### config.mk
export PLATFORM = sky130hd
export DESIGN_NAME = ball_physics_controller
export DESIGN_NICKNAME = d
export VERILOG_FILES = /design/src/rtl/ball_pkg.sv /design/src/rtl/ball_axis.sv /design/src/rtl/ball_physics_controller.sv
export SDC_FILE = /design/constraint.sdc
export NUM_CORES = 1
export LEC_CHECK = 0
export ABC_AREA = 1
export ABC_CLOCK_PERIOD_IN_PS = 6910
export BUFFER_PORTS_ARGS = -buffer_cell sky130_fd_sc_hd__buf_2
export CAP_MARGIN = 40
export CORE_UTILIZATION = 47
export DETAILED_ROUTE_END_ITERATION = 10
export PLACE_DENSITY_LB_ADDON = 0.05
export REMOVE_ABC_BUFFERS = 1
export SYNTH_ARGS = -nofsm -noshare
export SYNTH_HDL_FRONTEND = slang
export SYNTH_HIERARCHICAL = 1
export SYNTH_SLANG_ARGS = --single-unit
### constraint.sdc
create_clock -name clk -period 6.91 [get_ports clk]
set_input_delay 0.691 -clock clk [delete_from_list [all_inputs] [get_ports clk]]
set_output_delay 0.691 -clock clk [all_outputs]
set_load 0.02 [all_outputs]
### src/rtl/ball_pkg.sv
// Shared types and arithmetic helpers for the ball motion engine.
package ball_pkg;

  typedef enum logic [1:0] {
    IDLE   = 2'd0,
    FLIGHT = 2'd1,
    DRAIN  = 2'd2
  } ball_state_t;

  // Clamp a wide signed speed into [-max_speed, max_speed].
  function automatic logic signed [31:0] sat_speed(input logic signed [31:0] v,
                                                   input int max_speed);
    if (v > max_speed) return max_speed;
    if (v < -max_speed) return -max_speed;
    return v;
  endfunction

  // Damped reflection: lose v>>>damp_shift, then reverse. A zero shift is lossless
  // (the generic formula would collapse to zero there).
  function automatic logic signed [31:0] refl(input logic signed [31:0] v,
                                              input int damp_shift);
    if (damp_shift == 0) return -v;
    return -(v - (v >>> damp_shift));
  endfunction

endpackage

### src/rtl/ball_axis.sv
// One motion axis: pending collision flags, reflect/impulse select, gravity,
// speed saturation and position integration in fixed point.
module ball_axis
  import ball_pkg::*;
#(
  parameter int COORD_W      = 11,
  parameter int FRAC_BITS    = 6,
  parameter int SPEED_W      = 16,
  parameter int INIT_POS     = 280,
  parameter int LAUNCH_V     = 0,
  parameter int GRAV         = 0,
  parameter int MAX_SPEED    = 512,
  parameter int DAMP_SHIFT   = 3,
  parameter int FLIP_REFLECT = 0
) (
  input  logic                           clk,
  input  logic                           reset,
  input  logic                           init,
  input  logic                           launch_load,
  input  logic                           latch,
  input  logic                           update,
  input  logic                           hit_neg,
  input  logic                           hit_pos,
  input  logic                           hit_flip,
  input  logic                           flip_gate,
  input  logic [SPEED_W-1:0]             impulse,
  output logic [COORD_W+FRAC_BITS:0]     pos,
  output logic [SPEED_W-1:0]             speed
);

  localparam int PW = COORD_W + FRAC_BITS + 1;
  localparam logic signed [PW-1:0] POS_INIT = PW'(INIT_POS * (2 ** FRAC_BITS));
  localparam logic signed [SPEED_W-1:0] LAUNCH_SPEED = SPEED_W'(LAUNCH_V);
  localparam int POS_MAX = (2 ** (PW - 1)) - 1;
  localparam int POS_MIN = -(2 ** (PW - 1));

  logic signed [PW-1:0]      pos_reg;
  logic signed [SPEED_W-1:0] speed_reg;
  logic                      pend_neg_reg, pend_pos_reg, pend_flip_reg;

  logic                      eff_neg, eff_pos, eff_flip;
  logic signed [31:0]        v_cur, v_sel, v_int, v_store, pos_sum;

  assign pos   = pos_reg;
  assign speed = speed_reg;

  // Frame math: pulses arriving on the update cycle count as pending; the
  // position integrates the post-reflection speed, gravity only affects storage.
  always_comb begin
    eff_neg  = pend_neg_reg | hit_neg;
    eff_pos  = pend_pos_reg | hit_pos;
    eff_flip = pend_flip_reg | hit_flip;
    v_cur    = 32'(speed_reg);
    v_sel    = v_cur;
    if (eff_neg && (v_cur < 0))
      v_sel = refl(v_cur, DAMP_SHIFT);
    else if (eff_pos && (v_cur > 0))
      v_sel = refl(v_cur, DAMP_SHIFT);
    else if (eff_flip && flip_gate)
      v_sel = (FLIP_REFLECT != 0) ? refl(v_cur, DAMP_SHIFT) : v_cur + 32'($signed(impulse));
    v_int   = sat_speed(v_sel, MAX_SPEED);
    v_store = sat_speed(v_sel + GRAV, MAX_SPEED);
    pos_sum = 32'(pos_reg) + v_int;
  end

  // Axis state: reset/init park the ball, launch loads speed, update integrates,
  // otherwise collision pulses accumulate while in flight.
  always_ff @(posedge clk) begin
    if (reset || init) begin
      pos_reg       <= POS_INIT;
      speed_reg     <= '0;
      pend_neg_reg  <= 1'b0;
      pend_pos_reg  <= 1'b0;
      pend_flip_reg <= 1'b0;
    end else if (launch_load) begin
      speed_reg     <= LAUNCH_SPEED;
      pend_neg_reg  <= 1'b0;
      pend_pos_reg  <= 1'b0;
      pend_flip_reg <= 1'b0;
    end else if (update) begin
      pos_reg       <= PW'(pos_sum);
      speed_reg     <= SPEED_W'(v_store);
      pend_neg_reg  <= 1'b0;
      pend_pos_reg  <= 1'b0;
      pend_flip_reg <= 1'b0;
    end else if (latch) begin
      pend_neg_reg  <= pend_neg_reg | hit_neg;
      pend_pos_reg  <= pend_pos_reg | hit_pos;
      pend_flip_reg <= pend_flip_reg | hit_flip;
    end
  end

  // Position must never wrap; the drain line and speed clamp should prevent it.
  always_ff @(posedge clk) begin
    if (!reset && !init && !launch_load && update)
      assert ((pos_sum <= POS_MAX) && (pos_sum >= POS_MIN));
  end

endmodule

### src/rtl/ball_physics_controller.sv
// Ball motion engine top: launch/flight/drain FSM, drain compare and
// integer pixel conversion around one ball_axis per coordinate.
module ball_physics_controller
  import ball_pkg::*;
#(
  parameter int COORD_W    = 11,
  parameter int FRAC_BITS  = 6,
  parameter int SPEED_W    = 16,
  parameter int INITIAL_X  = 280,
  parameter int INITIAL_Y  = 185,
  parameter int LAUNCH_VY  = -100,
  parameter int GRAVITY    = 1,
  parameter int MAX_SPEED  = 512,
  parameter int DAMP_SHIFT = 3,
  parameter int DRAIN_Y    = 480
) (
  input  logic               clk,
  input  logic               reset,
  input  logic               startOfFrame,
  input  logic               pause,
  input  logic               launch,
  input  logic               collTop,
  input  logic               collLeft,
  input  logic               collRight,
  input  logic               collFlipper,
  input  logic [SPEED_W-1:0] flipperSpeedX,
  output logic [COORD_W-1:0] topLeftX,
  output logic [COORD_W-1:0] topLeftY,
  output logic               ballActive,
  output logic               drained
);

  localparam int PW = COORD_W + FRAC_BITS + 1;
  localparam logic signed [COORD_W-1:0] DRAIN_Y_C = COORD_W'(DRAIN_Y);

  ball_state_t         state_reg;
  logic [PW-1:0]       pos_x, pos_y;
  logic [SPEED_W-1:0]  x_speed, y_speed;
  logic                in_flight, launch_go, drain_hit, frame_go, axis_init, ys_positive;

  assign topLeftX    = COORD_W'($signed(pos_x) >>> FRAC_BITS);
  assign topLeftY    = COORD_W'($signed(pos_y) >>> FRAC_BITS);
  assign in_flight   = (state_reg == FLIGHT);
  assign launch_go   = (state_reg == IDLE) && launch && !pause;
  assign drain_hit   = in_flight && ($signed(topLeftY) >= DRAIN_Y_C);
  assign frame_go    = in_flight && !drain_hit && startOfFrame && !pause;
  assign axis_init   = !in_flight && !launch_go;
  assign ys_positive = ($signed(y_speed) > 0);

  ball_axis #(
    .COORD_W(COORD_W), .FRAC_BITS(FRAC_BITS), .SPEED_W(SPEED_W),
    .INIT_POS(INITIAL_X), .LAUNCH_V(0), .GRAV(0),
    .MAX_SPEED(MAX_SPEED), .DAMP_SHIFT(DAMP_SHIFT), .FLIP_REFLECT(0)
  ) u_axis_x (
    .clk(clk), .reset(reset), .init(axis_init), .launch_load(launch_go),
    .latch(in_flight), .update(frame_go),
    .hit_neg(collLeft), .hit_pos(collRight), .hit_flip(collFlipper),
    .flip_gate(ys_positive), .impulse(flipperSpeedX),
    .pos(pos_x), .speed(x_speed)
  );

  ball_axis #(
    .COORD_W(COORD_W), .FRAC_BITS(FRAC_BITS), .SPEED_W(SPEED_W),
    .INIT_POS(INITIAL_Y), .LAUNCH_V(LAUNCH_VY), .GRAV(GRAVITY),
    .MAX_SPEED(MAX_SPEED), .DAMP_SHIFT(DAMP_SHIFT), .FLIP_REFLECT(1)
  ) u_axis_y (
    .clk(clk), .reset(reset), .init(axis_init), .launch_load(launch_go),
    .latch(in_flight), .update(frame_go),
    .hit_neg(collTop), .hit_pos(1'b0), .hit_flip(collFlipper),
    .flip_gate(ys_positive), .impulse('0),
    .pos(pos_y), .speed(y_speed)
  );

  // Ball lifecycle with registered status outputs; drained is high for the
  // single DRAIN cycle and the axes re-park on the following IDLE entry edge.
  always_ff @(posedge clk) begin
    if (reset) begin
      state_reg  <= IDLE;
      ballActive <= 1'b0;
      drained    <= 1'b0;
    end else begin
      unique case (state_reg)
        IDLE: begin
          drained <= 1'b0;
          if (launch_go) begin
            state_reg  <= FLIGHT;
            ballActive <= 1'b1;
          end
        end
        FLIGHT: begin
          if (drain_hit) begin
            state_reg  <= DRAIN;
            ballActive <= 1'b0;
            drained    <= 1'b1;
          end
        end
        DRAIN: begin
          state_reg <= IDLE;
          drained   <= 1'b0;
        end
        default: begin
          state_reg  <= IDLE;
          ballActive <= 1'b0;
          drained    <= 1'b0;
        end
      endcase
    end
  end

endmodule

==> metrics.md <==
| Metric | Value |
|---|---|
| Commonest non-fill, non-tap cell in the layout | `nand2_1` |
| CP startpoint kind | `flip-flop` |
| Worst flop-to-flop path endpoint | `u_axis_y/pos[14]$_SDFFE_PP0P_` |
| Gate Count Post-Synth | `1536` |
| Worst-path clk slew | `0.06 ns` |
| Most used cell, CP | `nand2_1` |
| Synthesis-to-layout area growth | `7.90%` |
| Total congestion overflow | `0` |
| CP max stage delay | `0.46 ns` |
| Antenna-violating nets left | `0` |
| F_max | `0.161 GHz` |
| Peak VDD IR | `0.000122 V` |
| Crit end category | `flip-flop` |
| Ports | `49` |
| Finished Layout Cells | `1814` |
| Vias | `9502` |
| Max_cap viols | `0` |
| Cell area after synthesis | `0.00904 mm2` |
| YS warnings | `6` |
| Reg2Reg Depth | `36` |
| Post-CTS setup buffer count | `0` |
| Wire length per cell | `13.7 um` |
| RSZ-0062 raised after global routing | `false` |
| Most frequent cells in the layout | `nand2_1, inv_1, nor2_1, a21oi_1, nand3_1` |
| Die area | `0.0198 mm2` |
| Antenna violations before repair | `0` |
| CTS tree | `yes` |
| First-pass GRT wire length | `41700 um` |
| Worst Path Required | `7.16 ns` |
| Avg Cell Area, Syn | `5.89 um2` |
| Die width | `141 um` |
| Total wire length | `24800 um` |
| Power per cell area | `167 mW/mm2` |
| H-tree levels | `3` |
| Initial DRC count | `479` |
| Largest net degree at the start of global routing | `28` |
| Final hold slack | `0.461 ns` |
| Endpoints failing hold | `0` |
| Slew headroom | `0.502` |
| Skew final | `0.00966 ns` |
| CP Max Fanout | `9` |
| Crit Path Category | `reg2reg` |
| Fin nets | `1694` |
| Start point of the critical path | `u_axis_y/speed[3]$_SDFFE_PP0P_` |
| CP arrival | `6.45 ns` |
| Crit path max-delay cell type | `fa_1` |
| Fin crit period | `6.21 ns` |
| Dpl hpwl | `19900 um` |
| DRC viols | `0` |
| Worst Setup EP | `u_axis_y/pos[14]$_SDFFE_PP0P_` |
| Clk buf depth | `2` |
| Pleak | `0.00527 uW` |
| Initial core utilization | `0.482` |
| Share of cells above drive strength 1 | `0.0867` |
| Vias in the first global route | `8862` |
| # port buffers | `48` |
| Min-Delay Path Class | `reg2reg` |
| GRT Resource Usage Total | `0.260` |
| Fin util | `0.520` |
| Filler cells | `2038` |
| Fin crit share | `0.899` |
| Routed vias/inst | `5.24` |
| Final RePlAce weighted congestion | `0.915` |
| Power, Total | `1630 uW` |
| RR Startpoint | `u_axis_y/speed[3]$_SDFFE_PP0P_` |
| CTS sink count | `76` |
| # diodes | `0` |
| Slew Viols, Final | `0` |
| Clk_lat worst skew | `0.36 ns` |
| Post-Place Cells | `1799` |
| Worst reg2reg setup slack | `0.70 ns` |
| Inserted Clock Buffers | `9` |
| Worst Tran Pin Value | `0.744 ns` |
| Die Ht | `141 um` |
| Core Region | `0.0188 mm2` |
| TNS Setup | `0 ns` |
| Hold Crit Depth | `2` |
| Outcome | `complete, no violations` |
| Setup violators final | `0` |
| Standard-cell rows | `50` |
| Drt pass-1 iters | `5` |
| CTS Root Cell | `clkbuf_16` |
==> report_power, final <==
part / leakage (uW) / switching (uW) / internal [uW]
combinational: 0.00453 / 492 / 232
sequential: 0.000614 / 6.99 / 444
clock: 0.000131 / 201 / 252
==> what timing repair did <==
item	CTS	global route
gates resized for setup	0	1
hold buffers	0	0
setup endpoints to repair	0	1
==> how the worst min path moves through the flow <==
stage / from / slack [ns] / to
floorplan: u_axis_y/pend_pos_reg$_SDFFE_PP0P_ / 0.44 / u_axis_y/pend_pos_reg$_SDFFE_PP0P_
global placement: drained$_SDFFE_PP0P_ / 0.44 / drained$_SDFFE_PP0P_
detailed placement: drained$_SDFFE_PP0P_ / 0.45 / drained$_SDFFE_PP0P_
CTS: drained$_SDFFE_PP0P_ / 0.47 / drained$_SDFFE_PP0P_
global route: drained$_SDFFE_PP0P_ / 0.49 / drained$_SDFFE_PP0P_
finish: drained$_SDFFE_PP0P_ / 0.46 / drained$_SDFFE_PP0P_
==> worst max-delay path: cells and delay by family (launching register included) <==
family / cells / cell delay, ns
DFF: 1 / 0.33
xor gates and xnor gates: 1 / 0.09
and+or+nand+nor: 13 / 1.24
adders and majority gates: 6 / 1.93
AOI/OAI and AO/OA: 10 / 2.01
buffers and inverters: 6 / 0.49
==> final cells by class <==
| type | instances | area (um2) | share of cell area |
|---|---|---|---|
| Clock inverter | 5 | 37.5 | 0.00385 |
| Inverter | 236 | 886 | 0.0908 |
| Clock buffer | 10 | 239 | 0.0245 |
| Sequential cell | 76 | 1520 | 0.156 |
| Multi-Input combinational cell | 1202 | 6510 | 0.667 |
| Tap cell | 234 | 293 | 0.0300 |
| Timing Repair Buffer | 51 | 270 | 0.0277 |
==> layer usage <==
layer  track usage  up-vias  wire, um
li1              -     5060         -
met1         0.305     4247     11100
met2         0.486      155     12500
met3        0.0299       40       650
met4        0.0910        0       618
met5             0        -         0
==> through the flow <==
stage                     area, um2  worst slack, ns
after floorplan                8920             1.37
after global placement         9460            0.782
after detailed placement       9480            0.671
after CTS                      9760            0.653
after global routing           9760            0.100
final                          9760            0.701
Power figures use the tool's default switching activity.
